`config.mk`:
```
export PLATFORM = sky130hd
export DESIGN_NAME = pong_game_ctrl
export DESIGN_NICKNAME = d
export VERILOG_FILES = /design/src/rtl/pong_game_ctrl.sv
export SDC_FILE = /design/constraint.sdc
export NUM_CORES = 1
export LEC_CHECK = 0
export CORE_MARGIN = 8
export CORE_UTILIZATION = 40
export CTS_BUF_LIST = sky130_fd_sc_hd__clkbuf_16
export DETAILED_ROUTE_END_ITERATION = 8
export PLACE_DENSITY = 0.74
export REMOVE_ABC_BUFFERS = 1
export SETUP_SLACK_MARGIN = 0.02
export SKIP_LAST_GASP = 1
export SYNTH_ARGS = -nofsm -noshare
export SYNTH_HDL_FRONTEND = slang
export SYNTH_SLANG_ARGS = --single-unit
```
`constraint.sdc`:
```
create_clock -name clk_i -period 1.9 [get_ports clk_i]
set_clock_uncertainty 0.15 [all_clocks]
set_input_delay 0.285 -clock clk_i [delete_from_list [all_inputs] [get_ports clk_i]]
set_output_delay 0.285 -clock clk_i [all_outputs]
set_load 0.01 [all_outputs]
```
`src/rtl/pong_game_ctrl.sv`:
```
// rtl/pong_game_ctrl.sv - Pong game sequencer: game FSM, BCD score, balls left, rgb layer mux
module pong_game_ctrl #(
    parameter int unsigned BALLS        = 3,
    parameter int unsigned TIMER_FRAMES = 120,
    parameter logic [11:0] BG_COLOR     = 12'h000
) (
    input  logic        clk_i,
    input  logic        rst_ni,
    input  logic [1:0]  btn_i,
    input  logic        frame_tick_i,
    input  logic        hit_i,
    input  logic        miss_i,
    input  logic        video_on_i,
    input  logic        graph_on_i,
    input  logic [11:0] graph_rgb_i,
    input  logic [3:0]  text_on_i,
    input  logic [11:0] text_rgb_i,
    output logic        gra_still_o,
    output logic [3:0]  dig1_o,
    output logic [3:0]  dig0_o,
    output logic [1:0]  ball_o,
    output logic [11:0] rgb_o
);

    typedef enum logic [1:0] {
        S_NEWGAME = 2'd0,
        S_PLAY    = 2'd1,
        S_NEWBALL = 2'd2,
        S_OVER    = 2'd3
    } state_e;

    localparam logic [1:0] BALLS_L = 2'(BALLS);
    localparam logic [6:0] TIMER_L = 7'(TIMER_FRAMES);

    state_e      state_q, state_d;
    logic [6:0]  timer_q, timer_d;
    logic [3:0]  dig1_q, dig1_d, dig0_q, dig0_d;
    logic [1:0]  ball_q, ball_d;
    logic [11:0] rgb_q, rgb_d;
    logic        timer_up, press, timer_load;

    assign timer_up = (timer_q == 7'd0);
    assign press    = (btn_i != 2'b00);

    always_ff @(posedge clk_i or negedge rst_ni) begin
        if (!rst_ni) begin
            state_q <= S_NEWGAME;
            timer_q <= 7'd0;
            dig1_q  <= 4'd0;
            dig0_q  <= 4'd0;
            ball_q  <= BALLS_L;
            rgb_q   <= 12'h000;
        end else begin
            state_q <= state_d;
            timer_q <= timer_d;
            dig1_q  <= dig1_d;
            dig0_q  <= dig0_d;
            ball_q  <= ball_d;
            rgb_q   <= rgb_d;
        end
    end

    always_comb begin
        state_d = state_q;
        unique case (state_q)
            S_NEWGAME: if (press) state_d = S_PLAY;
            S_PLAY:    if (miss_i) state_d = (ball_q == 2'd0) ? S_OVER : S_NEWBALL;
            S_NEWBALL: if (timer_up && press) state_d = S_PLAY;
            S_OVER:    if (timer_up) state_d = S_NEWGAME;
            default:   state_d = S_NEWGAME;
        endcase
    end

    // Score, balls and timer; the score survives OVER->NEWGAME until the next press.
    always_comb begin
        dig1_d     = dig1_q;
        dig0_d     = dig0_q;
        ball_d     = ball_q;
        timer_load = 1'b0;
        unique case (state_q)
            S_NEWGAME: begin
                ball_d = BALLS_L;
                if (press) begin
                    dig1_d = 4'd0;
                    dig0_d = 4'd0;
                    ball_d = BALLS_L - 2'd1;
                end
            end
            S_PLAY: begin
                if (hit_i) begin
                    if (dig0_q == 4'd9) begin
                        dig0_d = 4'd0;
                        dig1_d = (dig1_q == 4'd9) ? 4'd0 : dig1_q + 4'd1;
                    end else begin
                        dig0_d = dig0_q + 4'd1;
                    end
                end
                if (miss_i) begin
                    timer_load = 1'b1;
                    if (ball_q != 2'd0) ball_d = ball_q - 2'd1;
                end
            end
            S_OVER: if (timer_up) ball_d = BALLS_L;
            default: ;
        endcase

        if (timer_load)
            timer_d = TIMER_L;
        else if (frame_tick_i && !timer_up)
            timer_d = timer_q - 7'd1;
        else
            timer_d = timer_q;
    end

    always_comb begin
        gra_still_o = (state_q != S_PLAY);
        if (!video_on_i)
            rgb_d = 12'h000;
        else if (text_on_i[3])
            rgb_d = text_rgb_i;
        else if (text_on_i[1] && state_q == S_NEWGAME)
            rgb_d = text_rgb_i;
        else if (text_on_i[0] && state_q == S_OVER)
            rgb_d = text_rgb_i;
        else if (graph_on_i)
            rgb_d = graph_rgb_i;
        else if (text_on_i[2])
            rgb_d = text_rgb_i;
        else
            rgb_d = BG_COLOR;
    end

    assign dig1_o = dig1_q;
    assign dig0_o = dig0_q;
    assign ball_o = ball_q;
    assign rgb_o  = rgb_q;

endmodule

```
* Word level (Yosys, flattened, before mapping)
Cells that the tools add are included.
W data, S select, Z words.
** Word-level totals
- Flip-flop bits (word level) :: 31
- Input bits :: 37
- Output and inout bits :: 23
- Word-level logic and storage cells :: 69
** Operators by class
- Add/subtract/negate cells :: 4
- Equality and inequality tests :: 13
- Multiplexer cells :: 29
- Reduce and logical (&&, ||, !) cells :: 17
** Operators with widths (number)
- $mux W12 :: 6
- $mux W4 :: 6
- $pmux W4 S2 :: 2
- $mux W2 :: 7
- $mux W7 :: 2
- $ne A2 B2 Y1 const B :: 7
- $reduce_and A4 Y1 :: 3
- $add A4 B1 Y4 const B :: 2
- $eq A4 B4 Y1 const B :: 2
- $pmux W2 S4 :: 1
- $reduce_bool A2 Y1 :: 4
- $logic_not A7 Y1 :: 1
- $sub A7 B1 Y7 const B :: 1
- $pmux W2 S3 :: 1
- $eq A2 B2 Y1 const B :: 2
- $logic_and A1 B1 Y1 :: 4
- $logic_not A2 Y1 :: 2
- $mux W1 :: 4
- $reduce_and A3 Y1 :: 1
- $reduce_bool A3 Y1 :: 1
- $eq A2 B1 Y1 const B :: 1
- $ne A2 B1 Y1 const B :: 1
- $sub A2 B1 Y2 const B :: 1
- $logic_not A1 Y1 :: 1

* Logic depth before layout (Yosys ltp)
Gate-level depths: netlist of run 1.
- Word-level depth :: 6
- Mapped depth :: 7
- Depth with buffers taken out :: 6

* Worst setup path before layout of run 1
No wires, ideal clock.
- Path type :: register -> register
- Start point :: reg state_q[0]
- End point :: reg rgb_q[10], in the netlist rgb_o[10]
- Setup time :: 123 ps
- Data arrival time :: 1502 ps
- Data required time :: 1627 ps
- Slack :: 126 ps
- Cell stages (with the launch flop) :: 8
- Buffers on the path :: 1
- Period minus slack after synthesis :: 1774 ps
- Cells stage by stage :: dfrtp_1 -> inv_1 -> ha_1 -> a221oi_1 -> o21ai_0 -> buf_2 -> a22oi_1 -> nor2b_1
** On the way
- Cells in the longest elaborated chain, start to end :: 6
- Elaborated cells on any way between the ends :: 8
- Those cells by class :: 1 x eq/ne; 4 x mux; 3 x reduce/logical
** Ends and longest elaborated chain
- start: declaration :: line 35 : state_e state_q, state_d;
- start signal: assignment :: line 54 : state_q <= state_d;
- $eq A2 B2 Y1 :: line 123 : else if (text_on_i[0] && state_q == S_OVER)
- $logic_and A1 B1 Y1 :: line 123
- $mux W12 :: line 123
- $mux W12 (*) :: line 121 : else if (text_on_i[1] && state_q == S_NEWGAME)
- $mux W12 (*) :: line 119 : else if (text_on_i[3])
- $mux W12 (*) :: line 117 : if (!video_on_i)
- net rgb_d[10] :: line 39 : logic [11:0] rgb_q, rgb_d;
- end signal: assignment :: line 59 : rgb_q <= rgb_d;
- end: declaration :: line 39
The timed path passes the listed nets; every way through them passes the cells marked *.
A chain may end at the register's enable or synchronous reset.

* Worst setup path in the final report of run 1
- Start point :: reg state_q[0]
- End point :: reg dig1_q[1], in the netlist dig1_o[1]
** On the way
- Cells in the longest elaborated chain, start to end :: 3
- Elaborated cells on any way between the ends :: 8
- Those cells by class :: 4 x eq/ne; 1 x mux; 3 x reduce/logical
** Ends and longest elaborated chain
- $eq A2 B1 Y1 / $logic_not A2 Y1 (equally long branches) :: line 80 : unique case (state_q)
- $ne A2 B2 Y1 (no line) / $reduce_bool A2 Y1 (equally long branches)
- $reduce_and A4 Y1 (no line)
- end signal: assignment :: line 56 : dig1_q <= dig1_d;
- end: declaration :: line 37 : logic [3:0] dig1_q, dig1_d, dig0_q, dig0_d;
Several ways; a longest one is shown, not always the timed one.

==> results of run 1 <==
metrics by stage:
step                      worst slack [ps]  hold slack, ps  instance area [um2]  power [uW]  instances
after floorplan                     -42.38          -160.6                 1622        1762        152
after global placement              -9.849           327.4                 2407        2434        277
after detailed placement            -70.42           328.8                 2407        2467        277
after CTS                            25.69           279.6                 2575        3269        286
after global routing                 27.44           319.9                 2651        3557        288
final                                94.39           254.3                 2651        3325        288
layer usage:
metal | up-vias | routed length [um] | global-route usage
met3 | 6 | 566 | 0.09040
met4 | 0 | 72 | 0.06545
met1 | 672 | 1847 | 0.1547
li1 | 725 | - | -
met2 | 58 | 1707 | 0.1820
met5 | - | 0 | 0
cell usage after synthesis, types with 2 or more instances:
cell type,number
inv_1,11
o211ai_1,3
nand2_1,9
ha_1,10
o22ai_1,2
o2bb2ai_1,3
a21oi_1,5
dfrtp_1,29
xor2_1,3
nor2b_1,12
mux2i_1,6
and3_1,2
nand2b_1,3
a22oi_1,12
and2_1,3
nor2_1,5
buf_2,3
dfstp_2,2
o21ai_0,10
kinds of logic (layout without fill, tap and decap cells):
logic type               Yosys count  after routing
multiplexers                       7              7
adder cells (fa/ha/maj)           10             10
buffers and inverters             17             97
AO/OA/AOI/OAI                     45             45
flip-flops                        31             31
XOR/XNOR                           4              4
AND/OR/NAND/NOR                   44             44
report_power, final:
group	internal [uW]	switching, uW	total [uW]	leakage, uW
clock	472	265	737	0.0000762
sequential	839	130	969	0.000386
combinational	890	729	1620	0.000657
total	2200	1120	3330	0.00112
how the worst max path moves through the flow:
stage	startpoint	to	slack (ps)	cells after the start
after floorplan	state_q[1]	dig1_o[1]	-40	5
after CTS	state_q[1]	rgb_o[7]	30	8
after global placement	text_on_i[0]	rgb_o[8]	-10	7
final	state_q[0]	dig1_o[1]	90	6
after detailed placement	text_on_i[0]	rgb_o[7]	-70	7
after global routing	state_q[1]	rgb_o[7]	30	8
cell type report:
cell class	instances	area, um2
multi-input combinational	110	889.6
fill	322	1349
tap	50	62.56
timing repair buffer	78	742.0
sequential	31	778.2
clock buffer	5	125.1
clock inverter	3	12.51
inverter	11	41.29
flip-flops by register name, indices dropped and copies added (netlist names):
name and flops:
ball_o 2, rgb_o 12, dig1_o 4, state_q 2, dig0_o 4, timer_q 7
what timing repair did:
item	4_1_cts	5_1_grt
setup endpoints to repair	15	16
resized for setup	6	18
setup buffers	1	1
cloned	0	1
pin swaps	0	5
worst reg2reg max path, stage by stage (launching register included):
cell,delay (ps)
dfrtp_1,390
buf_4,150
ha_4,170
buf_4,140
a221oi_2,200
buf_4,180
mux2_4,300
==> impl_metrics.yaml, run 1 <==
outcome:
  status: "finished clean"
cts:
  clock-sinks: 31
  cts_buffers: 5
  clkTransAtPathRegs_ps: 50
  max-clock-path-buffers: 2
  clk_latency_ps: 270
  cts_root_buf: "clkbuf_16"
  cts_tree: "done"
  cts_hold_buffers: 0
  h-tree-depth: 2
placement:
  place_hpwl_um: 3098
  gp_congestion: 0.7896
  port_buffers: 59
synthesis:
  synth_seq_cells: 31
  synth_area_um2: 1657
  yosys-top-cells-area: "dfrtp_1, ha_1, a22oi_1, nor2b_1, mux2i_1"
  async_reset_ff_frac: 1.000
  avgSynthCellArea_um2: 10.48
  yosysUniqueCellTypes: 44
  ys_seq_area_frac: 0.4698
  yosys_most_used_dff: "dfrtp_1"
  synth_xor_area_frac: 0.02115
  synthMuxAreaShare: 0.04305
  synth_compound_area_frac: 0.1934
  synthCells: 158
  ys_warn_count: 0
  synth_adder_area_share: 0.07553
  synth_top_cell_area_share: 0.4381
  synth_top_family_by_area: "compound AO/OA/AOI/OAI gates"
  yosysTopAreaCell: "dfrtp_1"
  synth_simple_gate_area_frac: 0.1511
  synth-edff-count: 0
route:
  dr.pass1.iters: 4
  num_vias: 1461
  wl_per_cell_um: 14.56
  viasPerCell: 5.073
  drtIter0Drc: 26
  routed_wl_um: 4193
  drtAntennaViolNets: 0
  route.detailed.drc: 0
floorplanning:
  std_cell_rows: 23
  start_util: 0.4141
  coreArea_um2: 4000
  die_x_um: 80.36
  die_area_um2: 6457
  die_h_um: 80.36
  ioPinCount: 60
sta:
  worstMarginPinSlew_ps: 395.8
  tns_ps: 0
  period_minus_slack_ps: 1806
  rsz0062_at_grt: "no"
  slew_viol_final: 0
  clock.fmax_mhz: 553.8
  slew_headroom: 0.7361
  period_share: 0.9503
  finalHoldViolCount: 0
  setup_viol: 0
critical_path:
  critPathMaxFanout: 6
  cpMostUsedCell: "buf_4"
  worst_path_dominant_cell_family: "buffers and inverters"
  reg2reg_from: "state_q[0]"
  ff2ff_path_depth: 6
  rrSetupSlack_ps: 90
  cp.arrival_ps: 1810
  crit_buf_inv: 3
  end_kind: "register"
  timing.rr.end: "dig1_o[1]"
  worstPathRequired_ps: 1910
  cp_slowest_cell: "dfrtp_1"
  path_cells: "buf_4 -> ha_4 -> buf_4 -> a221oi_2 -> buf_4 -> mux2_4"
  startpoint_type: "register"
  critPathKind: "register to register"
  cpPeakStageDelay_ps: 390
flow_run:
  max_cap_violations: 0
global_route:
  antenna_found_initial: 0
  grt-ovfl-total: 0
  grt_max_degree: 32
  grt_pass1_vias: 1508
  track_usage: 0.1335
  grt_pass1_wl_um: 6637
layout:
  fin_util: 0.6628
  layout_common_cells: "clkdlybuf4s50_1, dfrtp_1, buf_4"
  final_common_cell: "clkdlybuf4s50_1"
  area_growth_pct: 60.05
  final_nets: 284
  drive_gt1_frac: 0.1975
  n_antenna_cell: 0
min_path:
  hold_path.class: "input port to async pin"
power_and_ir_drop:
  leakage_uw: 0.001118
  irDropWorstVdd_v: 0.0005147
  power.density_nw_per_um2: 1254
Power figures use the tool's default switching activity.
==> run 2: changes to the inputs <==
--- a/config.mk
+++ b/config.mk
@@ -5,12 +5,12 @@
 export SDC_FILE = /design/constraint.sdc
 export NUM_CORES = 1
 export LEC_CHECK = 0
+export ABC_AREA = 1
 export CORE_MARGIN = 8
 export CORE_UTILIZATION = 40
 export CTS_BUF_LIST = sky130_fd_sc_hd__clkbuf_16
 export DETAILED_ROUTE_END_ITERATION = 8
-export PLACE_DENSITY = 0.74
-export REMOVE_ABC_BUFFERS = 1
+export PLACE_DENSITY = 0.73
 export SETUP_SLACK_MARGIN = 0.02
 export SKIP_LAST_GASP = 1
 export SYNTH_ARGS = -nofsm -noshare
==> run 2 against run 1 <==
  * Clock-buffer cell count unchanged
  * Combinational power decreased by 6%
  * Total power increased by 3.1%
  * Global-route usage increased by 0.69 points
  * Maximum frequency increased by 1.4%
  * Critical endpoint is now ball_o[1]
  * Largest power group unchanged
==> impl_metrics.yaml, run 2 <==
floorplanning:
  die_x_um: 81.20
  start_util: 0.4191
  coreArea_um2: 4058
  std_cell_rows: 23
  die_h_um: 81.20
  ioPinCount: 60
  die_area_um2: 6593
sta:
  period_minus_slack_ps: 1781
  clock.fmax_mhz: 561.6
  slew_headroom: 0.7311
  setup_viol: 0
  fin_ws_ps: 119.3
  slew_viol_final: 0
  worstMarginPinSlew_ps: 403.3
  finalHoldViolCount: 0
  tns_ps: 0
  period_share: 0.9372
  rsz0062_at_grt: "no"
synthesis:
  synth_compound_area_frac: 0.1038
  synth_area_um2: 1700
  synthTopCellsByCount: "nand2_1, dfrtp_1, inv_1"
  yosysTopAreaCell: "dfrtp_1"
  yosys_most_used_dff: "dfrtp_1"
  yosys-top-cells-area: "dfrtp_1, nand2_1, ha_1, inv_1, a21oi_1"
  synth_top_cell_area_share: 0.4268
  synthCells: 203
  avgSynthCellArea_um2: 8.376
  synth-edff-count: 0
  async_reset_ff_frac: 1.000
  synth_simple_gate_area_frac: 0.2590
  synth_seq_cells: 31
  synth_adder_area_share: 0.07358
  synth_nets: 250
  synth_xor_area_frac: 0.02575
  yosysUniqueCellTypes: 32
  ys_warn_count: 0
  synthMuxAreaShare: 0.005887
  synth_top_family_by_area: "simple AND/OR/NAND/NOR gates"
  ys_seq_area_frac: 0.4577
  synth_most_common_cell: "nand2_1"
global_route:
  grt_pass1_vias: 1533
  antenna_found_initial: 0
  track_usage: 0.1404
  busiest_layer: "met2"
  grt_max_degree: 32
  gr-usage-met1: 0.1570
  grt_pass1_wl_um: 7113
  met2_usage: 0.2253
  grt-ovfl-total: 0
  grt.met3_usage: 0.06291
critical_path:
  worstPathRequired_ps: 1460
  cp_slowest_cell: "dfstp_2"
  crit_buf_inv: 1
  critPathKind: "register to primary output"
  path_cells: "clkdlybuf4s50_1"
  worst_path_dominant_cell_family: "flip-flops"
  startpoint_type: "register"
  end_kind: "primary output"
  cp.arrival_ps: 1350
  cpPeakStageDelay_ps: 540
  critPathMaxFanout: 3
outcome:
  status: "finished clean"
cts:
  clkTransAtPathRegs_ps: 50
  clock-sinks: 31
  clk_latency_ps: 270
  cts_tree: "done"
  cts_root_buf: "clkbuf_16"
  max-clock-path-buffers: 2
  cts_buffers: 5
  cts_hold_buffers: 0
  h-tree-depth: 2
route:
  dr.pass1.iters: 4
  routed_wl_um: 4260
  route.detailed.drc: 0
  viasPerCell: 4.738
  drtAntennaViolNets: 0
  wl_per_cell_um: 13.27
  num_vias: 1521
  drtIter0Drc: 76
power_and_ir_drop:
  irDropWorstVdd_v: 0.0005608
  power.density_nw_per_um2: 1348
  leakage_uw: 0.001182
placement:
  gp_congestion: 0.8665
  dpl_worst_slack_ps: 76.99
  port_buffers: 59
  place_hpwl_um: 3241
layout:
  final_common_cell: "clkdlybuf4s50_1"
  layout_common_cells: "clkdlybuf4s50_1, nand2_1, dfrtp_1"
  n_antenna_cell: 0
  area_growth_pct: 49.60
  final_nets: 317
  drive_gt1_frac: 0.1107
  largest_reg_flops: 12
flow_run:
  max_cap_violations: 0
min_path:
  hold_path.class: "input port to async pin"
run 2: changes by cell type in the layout (fill, tap and decap cells not counted), moves of 4 or more:
cell,before,now
inv_1,11,22
a21oi_1,4,14
nor2b_1,12,0
mux2i_1,6,1
nand2_1,9,56
nand2_2,0,4
a22oi_1,4,0
o21ai_0,9,3
nand3_1,1,12
buf_4,17,5
o21ai_1,0,6
a22oi_2,8,0
nor2_1,5,10
run 2: cell type report:
cell class,instances,area [um2]
timing repair buffer,64,626.9
inverter,25,102.6
tap,50,62.56
clock buffer,5,125.1
sequential,31,779.5
clock inverter,3,38.79
fill,354,1514
multi-input combinational,143,808.3
run 2: per-stage QoR:
stage / cell area, um2 / utilization / hold slack [ps] / total power (uW) / cells
2_1_floorplan: 1700 / - / -160.6 / 2001 / 203
3_3_place_gp: 2360 / 0.5816 / 317.1 / 2479 / 312
3_5_place_dp: 2360 / 0.5816 / 328.7 / 2511 / 312
4_1_cts: 2544 / 0.6269 / 265.2 / 3460 / 321
5_1_grt: 2544 / 0.6269 / 287.6 / 3716 / 321
6_report: 2544 / 0.6269 / 249.4 / 3428 / 321
run 2: logic make-up after synthesis:
| group | Yosys count |
|---|---|
| buffers and inverters | 29 |
| multiplexers | 1 |
| flip-flops | 31 |
| AND/OR/NAND/NOR | 95 |
| AO/OA/AOI/OAI | 32 |
| adder cells (fa/ha/maj) | 10 |
| XOR/XNOR | 5 |
run 2: where the power goes:
group | total (uW) | switching (uW) | internal [uW]
Sequential | 1020 | 151 | 869
Combinational | 1520 | 840 | 676
Clock | 892 | 281 | 610
Total | 3430 | 1270 | 2160
run 2: path summary, 6_finish.rpt:
kind | slack [ps] | endpoint | start | cells after the start
setup / recovery | 120 | ball_o[1] | ball_o[1] | 1
hold / removal | 250 | dig0_o[1] | rst_ni | 2
setup reg to reg | 210 | rgb_o[4] | state_q[1] | 8
hold reg to reg | 340 | ball_o[1] | ball_o[1] | 2
max in group asynchronous | 1020 | ball_o[0] | rst_ni | 2
min in group clk_i | 340 | ball_o[1] | ball_o[1] | 2
run 2: what timing repair did:
item | in CTS | in global routing
resized for setup | 4 | 0
setup buffers | 1 | 0
endpoints found under the setup margin | 1 | 0
run 2: metal layers:
metal	vias up	share of wire	wire, um
met4	0	0.019	82
met5	-	0	0
met2	44	0.48	2048
met3	7	0.086	366
li1	789	-	-
met1	681	0.41	1762
